### config.mk
export PLATFORM = sky130hd
export DESIGN_NAME = scan_idx_gen
export DESIGN_NICKNAME = d
export VERILOG_FILES = /design/src/rtl/scan_idx_gen.sv
export SDC_FILE = /design/constraint.sdc
export NUM_CORES = 1
export LEC_CHECK = 0
export CAP_MARGIN = 10
export CORE_MARGIN = 2
export CORE_UTILIZATION = 61
export CTS_BUF_LIST = sky130_fd_sc_hd__clkbuf_2
export DETAILED_ROUTE_END_ITERATION = 16
export GPL_TIMING_DRIVEN = 0
export PLACE_DENSITY = 0.95
export SYNTH_ARGS = -nofsm -noshare
export SYNTH_HDL_FRONTEND = slang
export SYNTH_SLANG_ARGS = --single-unit
### constraint.sdc
create_clock -name clk -period 7 [get_ports clk]
set_clock_uncertainty 0.1 [all_clocks]
set_input_delay 0.7 -clock clk [delete_from_list [all_inputs] [get_ports clk]]
set_output_delay 0.7 -clock clk [all_outputs]
set_load 0.02 [all_outputs]
### src/rtl/scan_idx_gen.sv
// Channel index sequencer for a 3-to-8 decoder: steps through the active channel set at a
// programmable dwell rate. Define SCAN_BLANK_GAP_EN to insert one blanking cycle per step.
module scan_idx_gen #(
  parameter int unsigned PRESCALE_W = 16
) (
  input  logic                  clk,
  input  logic                  rst_n,
  input  logic                  en,
  input  logic [PRESCALE_W-1:0] div,
  input  logic [2:0]            last_idx,
  input  logic [7:0]            ch_mask,
  input  logic [1:0]            mode,
  output logic [2:0]            idx_o,
  output logic                  idx_valid,
  output logic                  step_pulse,
  output logic                  wrap_pulse
);

  typedef enum logic [1:0] {
    ModeUp   = 2'b00,
    ModeDown = 2'b01,
    ModePing = 2'b10,
    ModeHold = 2'b11
  } mode_e;

  typedef enum logic {
    DirUp   = 1'b0,
    DirDown = 1'b1
  } dir_e;

  // {found, index} of the smallest set member strictly above org.
  function automatic logic [3:0] find_above(input logic [7:0] set, input logic [2:0] org);
    logic [3:0] r;
    r = 4'b0;
    for (int i = 7; i >= 0; i--) begin
      if (set[i] && (i > int'(org))) r = {1'b1, 3'(i)};
    end
    return r;
  endfunction

  // {found, index} of the largest set member strictly below org.
  function automatic logic [3:0] find_below(input logic [7:0] set, input logic [2:0] org);
    logic [3:0] r;
    r = 4'b0;
    for (int i = 0; i < 8; i++) begin
      if (set[i] && (i < int'(org))) r = {1'b1, 3'(i)};
    end
    return r;
  endfunction

  function automatic logic [2:0] lowest(input logic [7:0] set);
    logic [2:0] r;
    r = 3'd0;
    for (int i = 7; i >= 0; i--) begin
      if (set[i]) r = 3'(i);
    end
    return r;
  endfunction

  function automatic logic [2:0] highest(input logic [7:0] set);
    logic [2:0] r;
    r = 3'd0;
    for (int i = 0; i < 8; i++) begin
      if (set[i]) r = 3'(i);
    end
    return r;
  endfunction

  mode_e                 mode_in, mode_q;
  dir_e                  dir_q, dir_d, dir_eff, nxt_dir;
  logic [PRESCALE_W-1:0] cnt_q, cnt_d;
  logic                  tick;
  logic [2:0]            idx_q, idx_d;
  logic                  valid_q, valid_d;
  logic                  step_q, step_d;
  logic                  wrap_q, wrap_d;
  logic [7:0]            act;
  logic                  act_any, act_single;
  logic [3:0]            up_r, dn_r;
  logic [2:0]            nxt;
  logic                  nxt_wrap;
  logic                  busy;
  logic                  step_req;

  assign mode_in = mode_e'(mode);

  always_comb begin
    act = 8'd0;
    for (int i = 0; i < 8; i++) begin
      act[i] = ch_mask[i] && (3'(i) <= last_idx);
    end
  end

  assign act_any    = |act;
  assign act_single = act_any && ((act & (act - 8'd1)) == 8'd0);

  // Prescaler: >= rather than == so a lowered div cannot strand the count above it.
  always_comb begin
    tick  = en && (cnt_q >= div);
    cnt_d = cnt_q;
    if (en) begin
      cnt_d = tick ? '0 : cnt_q + {{(PRESCALE_W-1){1'b0}}, 1'b1};
    end
  end

  // Entering ping-pong inherits the direction of the mode it came from.
  always_comb begin
    dir_eff = dir_q;
    if ((mode_in == ModePing) && (mode_q != ModePing)) begin
      dir_eff = (mode_q == ModeDown) ? DirDown : DirUp;
    end
  end

  assign up_r = find_above(act, idx_q);
  assign dn_r = find_below(act, idx_q);

  always_comb begin
    nxt      = idx_q;
    nxt_wrap = 1'b0;
    nxt_dir  = dir_eff;
    unique case (mode_in)
      ModeUp: begin
        if (up_r[3]) begin
          nxt = up_r[2:0];
        end else begin
          nxt      = lowest(act);
          nxt_wrap = 1'b1;
        end
      end
      ModeDown: begin
        if (dn_r[3]) begin
          nxt = dn_r[2:0];
        end else begin
          nxt      = highest(act);
          nxt_wrap = 1'b1;
        end
      end
      ModePing: begin
        if (dir_eff == DirUp) begin
          if (up_r[3]) begin
            nxt = up_r[2:0];
          end else begin
            nxt_dir  = DirDown;
            nxt      = dn_r[3] ? dn_r[2:0] : highest(act);
            nxt_wrap = 1'b1;
          end
        end else begin
          if (dn_r[3]) begin
            nxt = dn_r[2:0];
          end else begin
            nxt_dir  = DirUp;
            nxt      = up_r[3] ? up_r[2:0] : lowest(act);
            nxt_wrap = 1'b1;
          end
        end
      end
      ModeHold: ;
      default: ;
    endcase
    // A single active channel is its own wrap point on every tick.
    if (act_single) nxt_wrap = 1'b1;
  end

  assign step_req = tick && act_any && (mode_in != ModeHold) && !busy;

  always_comb begin
    dir_d = dir_q;
    if (mode_in == ModePing) begin
      dir_d = step_req ? nxt_dir : dir_eff;
    end
  end

`ifdef SCAN_BLANK_GAP_EN
  logic       pend_q, pend_d;
  logic [2:0] pend_idx_q, pend_idx_d;
  logic       pend_wrap_q, pend_wrap_d;

  assign busy = pend_q;

  // Tick edge blanks the output; the following edge commits the new index and pulses.
  always_comb begin
    idx_d       = idx_q;
    step_d      = 1'b0;
    wrap_d      = 1'b0;
    pend_d      = 1'b0;
    pend_idx_d  = pend_idx_q;
    pend_wrap_d = pend_wrap_q;
    valid_d     = en && act[idx_q];
    if (pend_q) begin
      idx_d   = pend_idx_q;
      step_d  = 1'b1;
      wrap_d  = pend_wrap_q;
      valid_d = en && act[pend_idx_q];
    end else if (step_req) begin
      pend_d      = 1'b1;
      pend_idx_d  = nxt;
      pend_wrap_d = nxt_wrap;
      valid_d     = 1'b0;
    end
  end

  always_ff @(posedge clk) begin
    if (!rst_n) begin
      pend_q      <= 1'b0;
      pend_idx_q  <= 3'd0;
      pend_wrap_q <= 1'b0;
    end else begin
      pend_q      <= pend_d;
      pend_idx_q  <= pend_idx_d;
      pend_wrap_q <= pend_wrap_d;
    end
  end
`else
  assign busy = 1'b0;

  always_comb begin
    idx_d  = idx_q;
    step_d = 1'b0;
    wrap_d = 1'b0;
    if (step_req) begin
      idx_d  = nxt;
      step_d = 1'b1;
      wrap_d = nxt_wrap;
    end
    valid_d = en && act[idx_d];
  end
`endif

  always_ff @(posedge clk) begin
    if (!rst_n) begin
      cnt_q   <= '0;
      idx_q   <= 3'd0;
      valid_q <= 1'b0;
      step_q  <= 1'b0;
      wrap_q  <= 1'b0;
      dir_q   <= DirUp;
      mode_q  <= ModeUp;
    end else begin
      cnt_q   <= cnt_d;
      idx_q   <= idx_d;
      valid_q <= valid_d;
      step_q  <= step_d;
      wrap_q  <= wrap_d;
      dir_q   <= dir_d;
      mode_q  <= mode_in;
    end
  end

  assign idx_o      = idx_q;
  assign idx_valid  = valid_q;
  assign step_pulse = step_q;
  assign wrap_pulse = wrap_q;

endmodule

# Yosys cells after proc, flatten, opt, wreduce, memory -nomap -nowiden
# Index checks and enable logic that the tools add are counted.
[totals] ff_bits=25 input_bits=32 output_inout_bits=6 word_cells=121
[op_classes] n_addsub=2 order_cmp=24 n_eq_ne=5 muxes=50 n_bitwise=1 reduce_logical=32
[op_table] op="2-to-1 mux 3 bit" count=20
[op_table] op="2-to-1 mux 4 bit" count=14
[op_table] op="logical AND 1 bit" count=28
[op_table] op="adder 16 x 1 -> 16 bit, second input constant" count=1
[op_table] op=">= comparator 16 bit" count=1
[op_table] op="2-to-1 mux 16 bit" count=1
[op_table] op="greater-than comparator 3 bit, first input constant" count=4
[op_table] op="less-or-equal comparator 3 bit, first input constant" count=4
[op_table] op="2-to-1 mux 1 bit" count=12
[op_table] op="less-than comparator 3 bit, first input constant" count=3
[op_table] op="one-hot mux 3 bit (3 select lines)" count=1
[op_table] op="bitwise AND 8 bit" count=1
[op_table] op="zero test 8 bit" count=1
[op_table] op="OR reduction 8 bit" count=1
[op_table] op="subtractor 8 x 1 -> 8 bit, second input constant" count=1
[op_table] op="greater-than comparator 2 x 3 -> 1 bit, first input constant" count=2
[op_table] op="less-or-equal comparator 1 x 3 -> 1 bit, first input constant" count=2
[op_table] op="less-or-equal comparator 2 x 3 -> 1 bit, first input constant" count=2
[op_table] op="less-than comparator 1 x 3 -> 1 bit, first input constant" count=2
[op_table] op="less-than comparator 2 x 3 -> 1 bit, first input constant" count=2
[op_table] op="equality test 2 x 1 -> 1 bit, second input constant" count=2
[op_table] op="less-than comparator 3 x 4 -> 1 bit, second input constant" count=1
[op_table] op="!= test 2 bit, second input constant" count=2
[op_table] op="binary-select mux 1 bit (select 3 bit)" count=1
[op_table] op="other kinds (5)" count=5

# Logic depth before layout (Yosys ltp)
[depth] ltp_word=18 ltp_mapped=13 ltp_nobuf=12

# Least setup slack after synthesis
# OpenSTA, ideal clock, no wires.
[synth_path] path_type="input -> register" from="input div[15]" to="register valid_q (netlist: idx_valid)" setup_ns=0.127 arrival_time_ns=3.117 required_ns=6.773 setup_slack_ns=3.656 path_stages=12 path_cell_list="inv_1 ha_1 a21oi_1 o21ai_0 or3_1 a221oi_1 nand4bb_1 clkbuf_1 o31a_1 mux2_1 nor3b_2 nor4b_2"
[synth_between] elab_chain_cells=8
[synth_rtl] item="start, declared" line="9" rtl="input logic [PRESCALE_W-1:0] div,"
[synth_rtl] item=">= comparator 16 bit" line="99" rtl="tick = en && (cnt_q >= div);"
[synth_rtl] item="logical AND 1 bit" line="99"
[synth_rtl] item="logical AND 1 bit (2 in a row)" line="164" rtl="assign step_req = tick && act_any && (mode_in != ModeHold) && !busy;"
[synth_rtl] item="2-to-1 mux 3 bit" line="220" rtl="if (step_req) begin"
[synth_rtl] item="binary-select mux 1 bit (select 3 bit)" line="225" rtl="valid_d = en && act[idx_d];"
[synth_rtl] item="2-to-1 mux 1 bit (implied by the code)" line="225"
[synth_rtl] item="logical AND 1 bit" line="225"
[synth_rtl] item="end signal, assigned" line="241" rtl="valid_q <= valid_d;"
[synth_rtl] item="end, declared" line="74" rtl="logic valid_q, valid_d;"
# Every way passes these cells. The select of a mux whose other input is x is not followed.
# A chain may end at the register's enable or synchronous reset.

# Final worst setup path
[layout_path] from="input div[13]" to="register valid_q (netlist: idx_valid)"
# Same word-level chain as after synthesis.

==> metrics <==
run status complete, no violations; Starting Density 64.8%; fmax about 0.25 GHz; Tcrit/Tclk final 56.3%; initial DRC count between 300 and 400; worst-margin pin slew around 0.8 ns; Top Ports 38; most common cell in the netlist nand2_1; Area contributors post-synth dfxtp_1, ha_1, nand2_1; Netlist cell types just under 80; DRT Pass-1 Iters 5; number of routed nets with antenna violations 0; RSZ-0062 raised after global routing false; worst hold path class register to register; Vias 2844; CTS sink cnt 25; final instance area ~3100 sq um; via/cell ratio roughly 6.6; clk buf depth 2; CTS buffer count 3; Yosys top cell by area dfxtp_1; crit-path max cell delay about 0.45 ns; FF-to-FF path depth 12; Max Slew Vio Count 0; Post-Synthesis Cells roughly 340; Clk Latency, worst-skew pair roughly 0.39 ns; grt total ovfl 0; post-CTS sizing 0; gp weighted congestion around 0.99; Ys Warns 0; Yosys top cell area share 18.9%; critical path required time approximately 7 ns; Placed Cells 426; FF-to-FF setup slack approximately 3.5 ns; CP endpoint kind register; Worst-path clk slew roughly 0.27 ns; cell mode on critical path a211oi_1; initial antenna violation count 0; fraction of layout cells with a size suffix above 1 10.0%; Core Rows 23; CP Launch Type primary input; Worst VDD drop between 0.0001 and 0.00015 V; Post-DP Area slightly above 3000 sq um; #FFs+latches synth 25; Most used DFF post-synth dfxtp_1; Area Overhead vs Synth 15.6%; slowest CP cell clkdlybuf4s50_1; min cycle time layout about 3.9 ns; Post-CTS Setup Repair Bufs 0; crit path cell chain clkdlybuf4s50_1 -> inv_1 -> ha_1 -> a21oi_1 -> o21ai_0 -> or3_1 -> a221oi_1 -> nand4bb_1 -> clkbuf_1 -> a211oi_1 -> a21o_1 -> o211ai_1 -> a211oi_1 -> nor4b_2; H-tree depth reported by CTS 1; number of hold buffers added after CTS 0; Routed WL per cell about 17 microns; DRT Wirelength ~7000 microns; die footprint between 4000 and 5000 sq um; Die W around 70 microns; Nets 430; Async SR Flop Fraction 0%; EDFF count, synth 0; setup_tns 0 ns; fin cells 430; WHS 0.377 ns; Synth top cells by count nand2_1, nor2_1, dfxtp_1; CP max FO 10; Syn Nets between 300 and 400; Setup Crit Path Kind primary input to register; Root Buffer clkbuf_2; largest net degree at the start of global routing 15; Seq/Total Area, Yosys about a fifth; PortBufs 33; dpl hpwl 5650 microns; CTS tree yes; Syn Area/Cell between 7 and 8 sq um; PD cells just over 100 nW/um^2; core area roughly 4100 sq um; antenna cell count 0; Die Y about 70 microns; Mapped Area 2650 sq um; Leakage between 1 and 1.5 nW; Final Hold Fails 0; vias in the first global route 2619; Slew HR between 40% and 50%; CP arrival ~4 ns; fillcell total ~300; Max Cap Viol 0; Total GRT Usage approximately 30%; worst hold path depth 2; first-pass GRT wire length roughly 12000 microns; Final Setup Violations 0; DRC viols 0
## area by class of cell
| cell class | instances | area, sq um | share of cell area [%] |
|---|---|---|---|
| clock inverter | 1 | 5.00 | 0.163 |
| buffer | 17 | 105 | 3.43 |
| tap | 50 | 62.6 | 2.04 |
| timing repair buffer | 33 | 330 | 10.8 |
| clock buffer | 3 | 15.0 | 0.490 |
| multi-input combinational | 278 | 1960 | 63.9 |
| sequential | 25 | 500 | 16.3 |
| inverter | 23 | 86.3 | 2.82 |
## cells by family (layout without fill, tap and decap cells)
kind of cell | count (synthesis) | after routing | synth area share, %
DFF | 25 | 25 | 18.9
AOI/OAI and AO/OA | 111 | 111 | 32.2
muxes | 6 | 6 | 2.36
xor gates and xnor gates | 16 | 16 | 5.29
and+or+nand+nor | 127 | 127 | 25.6
buffers and inverters | 40 | 77 | 7.22
adders and majority gates | 18 | 18 | 8.45
## worst max-delay path, delay by kind of cell
kind                       cells  cell delay [ns]
AOI/OAI and AO/OA              7             1.30
and+or+nand+nor                3             0.93
buffers and inverters          3             0.88
adders and majority gates      1             0.29
## layout by cell type, fill, tap and decap left out, types with 5 or more instances in the layout
master           instances
nand2b_1                 6
clkdlybuf4s50_1         33
dfxtp_1                 25
buf_2                    6
nand4_1                  5
xor2_1                  11
ha_1                    17
nand3_1                 12
a21oi_1                 20
nor3_1                   6
a21o_1                   5
a211oi_1                 7
clkbuf_1                 6
nand2_1                 33
and3_1                   6
inv_1                   23
xnor2_1                  5
o21ai_0                 16
nor2_1                  32
## path summary, 6_finish.rpt
| check | start | end |
|---|---|---|
| min reg2reg | dir_q | dir_q |
| max | div[13] | idx_valid |
| max reg2reg | cnt_q[13] | idx_valid |
| min | dir_q | dir_q |
## layer usage
layer  routed length (microns)  part of all wire (%)  global-route usage [%]
met5                         0                     0                       0
met4                       183                   2.5                    11.5
met3                       548                   7.6                    2.89
met2                      3510                    49                    50.2
met1                      2970                    41                    39.4
## flip-flops by register name, indices dropped and copies added, names as in the netlist
signal and cells:
mode_q 2, idx_o 3, wrap_pulse 1, dir_q 1, idx_valid 1, cnt_q 16, step_pulse 1
## report_power, final
part | switching, mW | leakage [nW] | internal [mW] | total [mW]
logic | 0.0582 | 1.04 | 0.0472 | 0.105
clock network | 0.0476 | 0.0164 | 0.0129 | 0.0606
registers | 0.00203 | 0.202 | 0.145 | 0.147
## metrics by stage
step | power [mW] | setup slack [ns] | util, %
global placement | 0.251 | 2.80 | 74.5
global route | 0.328 | 2.86 | 75.0
detailed placement | 0.253 | 2.74 | 74.5
finish | 0.313 | 3.06 | 75.0
floorplan | 0.216 | 3.66 | -
CTS | 0.310 | 3.09 | 75.0
Power figures use the tool's default switching activity.
